$ cat config.mk
export PLATFORM = sky130hd
export DESIGN_NAME = cond_branch_unit
export DESIGN_NICKNAME = d
export VERILOG_FILES = /design/src/rtl/legv8_pkg.sv /design/src/rtl/cond_eval.sv /design/src/rtl/cond_branch_unit.sv
export SDC_FILE = /design/constraint.sdc
export NUM_CORES = 1
export LEC_CHECK = 0
export ABC_CLOCK_PERIOD_IN_PS = 1700
export BUFFER_PORTS_ARGS = -buffer_cell sky130_fd_sc_hd__buf_4
export CELL_PAD_IN_SITES_DETAIL_PLACEMENT = 0
export CELL_PAD_IN_SITES_GLOBAL_PLACEMENT = 2
export CORE_AREA = 2 2 48 50
export DETAILED_ROUTE_END_ITERATION = 10
export DIE_AREA = 0 0 50 52
export PLACE_DENSITY_LB_ADDON = 0.1
export SLEW_MARGIN = 20
export SYNTH_ARGS = -nofsm -noshare
export SYNTH_HDL_FRONTEND = slang
export SYNTH_SLANG_ARGS = --single-unit
$ cat constraint.sdc
create_clock -name clk -period 1.7 [get_ports clk]
set_input_delay 0.085 -clock clk [delete_from_list [all_inputs] [get_ports clk]]
set_output_delay 0.085 -clock clk [all_outputs]
set_load 0.005 [all_outputs]
$ cat src/rtl/legv8_pkg.sv
// Shared LEGv8 datapath constants: ALU status bit positions, branch type
// encodings, B.cond condition codes and the branch-result FSM states.
package legv8_pkg;

  // Status / flag vector layout is {V, C, N, Z}.
  localparam int ST_Z = 0;
  localparam int ST_N = 1;
  localparam int ST_C = 2;
  localparam int ST_V = 3;

  typedef enum logic [1:0] {
    BR_B    = 2'b00,
    BR_COND = 2'b01,
    BR_CBZ  = 2'b10,
    BR_CBNZ = 2'b11
  } br_type_e;

  typedef enum logic [3:0] {
    CC_EQ = 4'b0000,
    CC_NE = 4'b0001,
    CC_HS = 4'b0010,
    CC_LO = 4'b0011,
    CC_MI = 4'b0100,
    CC_PL = 4'b0101,
    CC_VS = 4'b0110,
    CC_VC = 4'b0111,
    CC_HI = 4'b1000,
    CC_LS = 4'b1001,
    CC_GE = 4'b1010,
    CC_LT = 4'b1011,
    CC_GT = 4'b1100,
    CC_LE = 4'b1101,
    CC_AL = 4'b1110,
    CC_NV = 4'b1111
  } cond_e;

  typedef enum logic [0:0] {
    BR_IDLE     = 1'b0,
    BR_RESOLVED = 1'b1
  } br_state_e;

endpackage

$ cat src/rtl/cond_eval.sv
// Combinational B.cond condition table over a {V, C, N, Z} flag vector.
// Kept standalone so a conditional-select unit can reuse it.
module cond_eval
  import legv8_pkg::*;
#(
  parameter int COND_W = 4
) (
  input  logic [COND_W-1:0] cond,
  input  logic [3:0]        flags,
  output logic              pass
);

  logic z, n, c, v;

  assign z = flags[ST_Z];
  assign n = flags[ST_N];
  assign c = flags[ST_C];
  assign v = flags[ST_V];

  always_comb begin
    pass = 1'b0;
    case (cond[3:0])
      CC_EQ: pass = z;
      CC_NE: pass = ~z;
      CC_HS: pass = c;
      CC_LO: pass = ~c;
      CC_MI: pass = n;
      CC_PL: pass = ~n;
      CC_VS: pass = v;
      CC_VC: pass = ~v;
      CC_HI: pass = c & ~z;
      CC_LS: pass = ~(c & ~z);
      CC_GE: pass = (n == v);
      CC_LT: pass = (n != v);
      CC_GT: pass = ~z & (n == v);
      CC_LE: pass = ~(~z & (n == v));
      // NV behaves as AL in this ISA.
      CC_AL: pass = 1'b1;
      CC_NV: pass = 1'b1;
      default: pass = 1'b0;
    endcase
  end

endmodule

$ cat src/rtl/cond_branch_unit.sv
// NZCV flag register plus B / B.cond / CBZ / CBNZ resolver with a registered
// taken result one cycle after each request.
//
// Handshake: valid-only, no backpressure. A request is accepted in any cycle
// with br_valid=1 and flush=0; its result appears on taken with taken_valid=1
// for exactly the following cycle and must be consumed then.
module cond_branch_unit
  import legv8_pkg::*;
#(
  parameter int COND_W = 4
) (
  input  logic              clk,
  input  logic              reset_n,
  input  logic [3:0]        status,
  input  logic              set_flags,
  input  logic              br_valid,
  input  logic [1:0]        br_type,
  input  logic [COND_W-1:0] cond,
  input  logic              flush,
  output logic [3:0]        flags_q,
  output logic              taken,
  output logic              taken_valid,
  output logic              state_dbg
);

  br_state_e state_q, state_d;
  logic [3:0] eff_flags;
  logic       cond_pass;
  logic       decision;
  logic       load_taken;

  // A flag-setting instruction in the same cycle forwards its live status.
  assign eff_flags = set_flags ? status : flags_q;

  cond_eval #(.COND_W(COND_W)) u_cond_eval (
    .cond  (cond),
    .flags (eff_flags),
    .pass  (cond_pass)
  );

  // CBZ/CBNZ use live status: the ALU passes Rt through, so Z means Rt==0.
  always_comb begin
    decision = 1'b0;
    case (br_type)
      BR_B:    decision = 1'b1;
      BR_COND: decision = cond_pass;
      BR_CBZ:  decision = status[ST_Z];
      BR_CBNZ: decision = ~status[ST_Z];
      default: decision = 1'b0;
    endcase
  end

  always_ff @(posedge clk or negedge reset_n) begin
    if (!reset_n) begin
      flags_q <= 4'b0000;
    end else if (set_flags) begin
      flags_q <= status;
    end
  end

  always_comb begin
    state_d    = BR_IDLE;
    load_taken = 1'b0;
    case (state_q)
      BR_IDLE: begin
        if (br_valid && !flush) begin
          state_d    = BR_RESOLVED;
          load_taken = 1'b1;
        end
      end
      BR_RESOLVED: begin
        // Back-to-back requests keep the FSM here, one result per cycle.
        if (br_valid && !flush) begin
          state_d    = BR_RESOLVED;
          load_taken = 1'b1;
        end
      end
      default: begin
        state_d    = BR_IDLE;
        load_taken = 1'b0;
      end
    endcase
  end

  always_ff @(posedge clk or negedge reset_n) begin
    if (!reset_n) begin
      state_q <= BR_IDLE;
    end else begin
      state_q <= state_d;
    end
  end

  always_ff @(posedge clk or negedge reset_n) begin
    if (!reset_n) begin
      taken <= 1'b0;
    end else if (load_taken) begin
      taken <= decision;
    end
  end

  assign taken_valid = (state_q == BR_RESOLVED);
  assign state_dbg   = state_q;

endmodule
# After elaboration in Yosys (flattened, before gate mapping)
# Cells that the tools add are included.
[word_totals]
inputBits = 15
out_inout_bits = 7
wordCells = 41
reg_bits = 6
[classes]
n_mux = 4
n_reduce_logical = 5
n_bitwise = 9
n_eq_ne = 20
[op_table]
columns = ["op", "n"]
rows = [
  ["$eq A4 B4 Y1 const B", 8],
  ["$eq A4 B3 Y1 const B", 4],
  ["$pmux W1 S15", 1],
  ["$eq A4 B2 Y1 const B", 2],
  ["$not A1 Y1", 7],
  ["$eq A2 B2 Y1 const B", 2],
  ["$eq A4 B1 Y1 const B", 1],
  ["$logic_not A4 Y1", 1],
  ["$mux W4", 1],
  ["$pmux W1 S4", 1],
  ["$and A1 B1 Y1", 2],
  ["$eq A2 B1 Y1 const B", 1],
  ["$logic_not A2 Y1", 1],
  ["$reduce_or A2 Y1", 1],
  ["$eq A1 B1 Y1", 1],
  ["$logic_and A1 B1 Y1", 1],
  ["$logic_not A1 Y1", 1],
  ["$mux W1", 1],
  ["$ne A1 B1 Y1", 1],
]

# Depth between registers and ports, before layout
[logic_depth]
word_depth = 6
mapped_depth = 6
ltp_nobuf = 5

# By module
# From an unflattened synthesis, not the netlist that was laid out.
[unflattened]
hier_cells = 46
hier_area_um2 = 435.4
[modules_own_cells]
columns = ["module", "cells_each", "instances", "seq_area_each_um2", "area_per_inst_um2"]
rows = [
  ["cond_branch_unit", 16, 1, 150.1, 250.2],
  ["cond_eval", 30, 1, 0.0, 185.2],
]

# Worst setup path after synthesis
# Ideal clock, no wire load.
[synth_timing]
path_type = "register -> register"
start = "register flags_q[1]"
end = "register taken"
period_less_slack_ns = 1.501
setup_ns = 0.066
t_arrival_ns = 1.435
path_slack_ns = 0.199
stages_incl_launch_ff = 6
required_ns = 1.634
path_buffers = 0
cell_sequence = "dfrtp_1 mux2_4 or3_1 a311oi_1 a211o_1 o31a_1"
[synth_via]
elab_chain_len = 6
elab_cells_between_ends = 8
cone_classes = "2 x eq/ne; 3 x mux; 3 x bitwise"
[synth_lines]
columns = ["element", "line", "rtl"]
rows = [
  ["start: declaration", "cond_branch_unit.sv:20", "output logic [3:0] flags_q,"],
  ["start signal: assignment", "cond_branch_unit.sv:57", "flags_q <= status;"],
  ["$mux W4 (*)", "-", ""],
  ["named net eff_flags[1]", "cond_branch_unit.sv:27", "logic [3:0] eff_flags;"],
  ["$eq A1 B1 Y1", "cond_eval.sv:33, cond_eval.sv:35, cond_eval.sv:36", ""],
  ["$and A1 B1 Y1", "cond_eval.sv:35, cond_eval.sv:36", ""],
  ["$not A1 Y1", "cond_eval.sv:36", "CC_LE: pass = ~(~z & (n == v));"],
  ["$pmux W1 S15 (*)", "cond_eval.sv:22", "case (cond[3:0])"],
  ["$pmux W1 S4 (*)", "cond_branch_unit.sv:44", "case (br_type)"],
  ["end signal: assignment", "cond_branch_unit.sv:97", "taken <= decision;"],
  ["end: declaration", "cond_branch_unit.sv:21", "output logic taken,"],
]
# Mark *: on every way through the listed nets, which the timed path passes. The rest lies on a longest branch.
# A chain may end at the register's enable or synchronous reset.

# Final worst setup path
# Ends and elaborated chain as after synthesis.

==> flow_metrics.env <==
export IMPL_report_final_slew_viol_count=0
export IMPL_hold_viol_final=0
export IMPL_ys_seq_area_share_pct=31.7
export IMPL_vias=482
export IMPL_design_area_um2=679
export IMPL_place_gp_congestion=0.685
export IMPL_antenna_found_initial=0
export IMPL_fillers=222
export IMPL_syn_area_um2=473
export IMPL_ant_nets=0
export IMPL_layout_commonest_cell="buf_4"
export IMPL_wirelength_um=1290
export IMPL_layout_common_cells="buf_4 (21), dfrtp_1 (6), nand2_1 (5)"
export IMPL_clock_root_buffer="clkbuf_4"
export IMPL_synthMuxAreaShare_pct=18.3
export IMPL_synth_area_per_cell_um2=9.10
export IMPL_die_h_um=52
export IMPL_ys_types=24
export IMPL_wire_per_inst_um=12.5
export IMPL_ys_seq_elements=6
export IMPL_dp_slack_ps=147
export IMPL_cts_clk_slew_worst_paths_ps=50
export IMPL_hpwlAfterDp_um=1060
export IMPL_relSlewSlack_pct=77.3
export IMPL_required_ps=1880
export IMPL_drt_iter0_markers=5
export IMPL_peakVddDrop_uv=425
export IMPL_fmax_ghz=0.627
export IMPL_final_setup_viol_count=0
export IMPL_worstPathArrival_ps=1780
export IMPL_worstSetupStartpointType="flip-flop"
export IMPL_clk_latency_ps=240
export IMPL_status="finished clean"
export IMPL_drtPass1Iterations=4
export IMPL_grt_pass1_wl_um=2100
export IMPL_synth_fa_ha_area_share_pct=0
export IMPL_antennaDiodeCount=0
export IMPL_cts_max_path_buffers=2
export IMPL_drive_gt1_share_pct=40.0
export IMPL_final_net_count=92
export IMPL_die_width_um=50
export IMPL_cts_htree_levels=1
export IMPL_rows=17
export IMPL_cap_violations=0
export IMPL_area_growth_pct=43.7
export IMPL_powerDensity_mw_per_mm2=668
export IMPL_placed_area_um2=647
export IMPL_fin_skew_ps=1.52
export IMPL_worstMarginPinSlew_ps=340
export IMPL_cts_buffers=3
export IMPL_grt_max_degree=9
export IMPL_via_per_inst=4.68
export IMPL_worst_slack_ps=105
export IMPL_synthXorXnorAreaFrac_pct=5.56
export IMPL_grt_overflow=0
export IMPL_track_usage_pct=11.2
export IMPL_synth_top_family_by_area="simple AND/OR/NAND/NOR gates"
export IMPL_min_path_type="in -> reg"
export IMPL_grt_pass1_vias=442
export IMPL_rsz0062_at_grt="false"
export IMPL_drc_errors=0
export IMPL_p_leak_uw=0.000308
export IMPL_setup_tns_ps=0
export IMPL_synth_compound_area_share_pct=17.2
export IMPL_clock_sinks=6
export IMPL_synth_cells=52
export IMPL_start_util_pct=22.5
export IMPL_yosysWarningCount=0
export IMPL_criticalPathCategory="reg -> reg"
export IMPL_ctsResizeCount=0
export IMPL_die_area_mm2=0.00260
export IMPL_io_pins=22
export IMPL_synth_nets=67
export IMPL_finalCritPeriodShare_pct=93.8
export IMPL_min_period_ps=1600
export IMPL_core_mm2=0.00211
export IMPL_cts_tree="done"
export IMPL_synthSimpleGateAreaFrac_pct=20.1
export IMPL_portBuffers=21
export IMPL_cp_end_kind="flip-flop"
export IMPL_critPathMaxFanout=3
synthesized netlist by cell type, drive strengths merged:
| library cell | count | area, um^2 |
|---|---|---|
| a211o | 1 | 8.76 |
| a21oi | 3 | 15.0 |
| a221oi | 2 | 17.5 |
| a311oi | 1 | 8.76 |
| a31oi | 2 | 12.5 |
| buf | 2 | 18.8 |
| dfrtp | 6 | 150 |
| inv | 4 | 15.0 |
| mux2 | 5 | 60.1 |
| mux4 | 1 | 26.3 |
| nand2 | 5 | 18.8 |
| nand2b | 1 | 6.26 |
| nand3 | 4 | 20.0 |
| nand4 | 1 | 6.26 |
| nor2 | 2 | 7.51 |
| nor2b | 2 | 12.5 |
| nor3 | 1 | 5.00 |
| o21ai | 2 | 10.0 |
| o31a | 1 | 8.76 |
| or2 | 1 | 6.26 |
| or3 | 2 | 12.5 |
| xnor2 | 3 | 26.3 |
registers in the layout, summed over array words and instances, names as in the netlist:
name       count
flags_q        4
state_dbg      1
taken          1
cell families (layout without fill, tap and decap cells):
group | Yosys count | count (layout)
AO/OA/AOI/OAI | 12 | 12
XOR/XNOR | 3 | 3
buffers and inverters | 6 | 29
flip-flops | 6 | 6
multiplexers | 6 | 6
AND/OR/NAND/NOR | 19 | 19
stage by stage:
| step | power, uW | hold slack [ps] | utilization, % | cells |
|---|---|---|---|---|
| after global placement | 327 | -97.8 | 30.7 | 99 |
| after CTS | 462 | 103 | 32.3 | 103 |
| final | 454 | 108 | 32.3 | 103 |
| after detailed placement | 323 | -101 | 30.7 | 99 |
| after global routing | 489 | 107 | 32.3 | 103 |
| after floorplan | 248 | -211 | - | 52 |
cell type report:
type	count	area, um^2	share of cell area, %
multi-input combinational	40	289	42.5
clock buffer	3	22.5	3.31
sequential	6	150	22.1
timing repair buffer	22	168	24.7
inverter	4	15.0	2.21
tap	28	35.0	5.16
timing repair:
item                      4_1_cts  5_1_grt
hold buffers                    1        0
setup buffers                   0        0
hold endpoints to repair        6        0
power by group:
group | internal, uW | switching, uW | leakage [uW]
sequential | 158 | 13.2 | 0.0000720
combinational | 85.6 | 63.7 | 0.000223
clock | 80.0 | 53.3 | 0.0000138
critical path: stages, from the launching register on:
cell and delay [ps]:
dfrtp_1 410, mux2_4 290, or3_1 310, a311oi_1 290, a211o_1 130, o31a_1 100
routing by layer:
metal | part of all wire (%) | GRT usage, %
met5 | 0 | 0
met4 | 0.93 | 2.78
met3 | 6.2 | 3.74
met2 | 47 | 18.4
met1 | 46 | 14.0
final timing paths:
check	start	end	slack, ps	depth (start not counted)
worst max-delay path	flags_q[1]	taken	100	5
worst min-delay path	status[1]	flags_q[1]	110	2
worst max register to register	flags_q[1]	taken	100	5
worst min register to register	flags_q[0]	flags_q[0]	590	1
max in group asynchronous	reset_n	flags_q[0]	1400	2
min in group asynchronous	reset_n	flags_q[3]	180	2
Note: power is estimated with default switching activity, not from simulation.
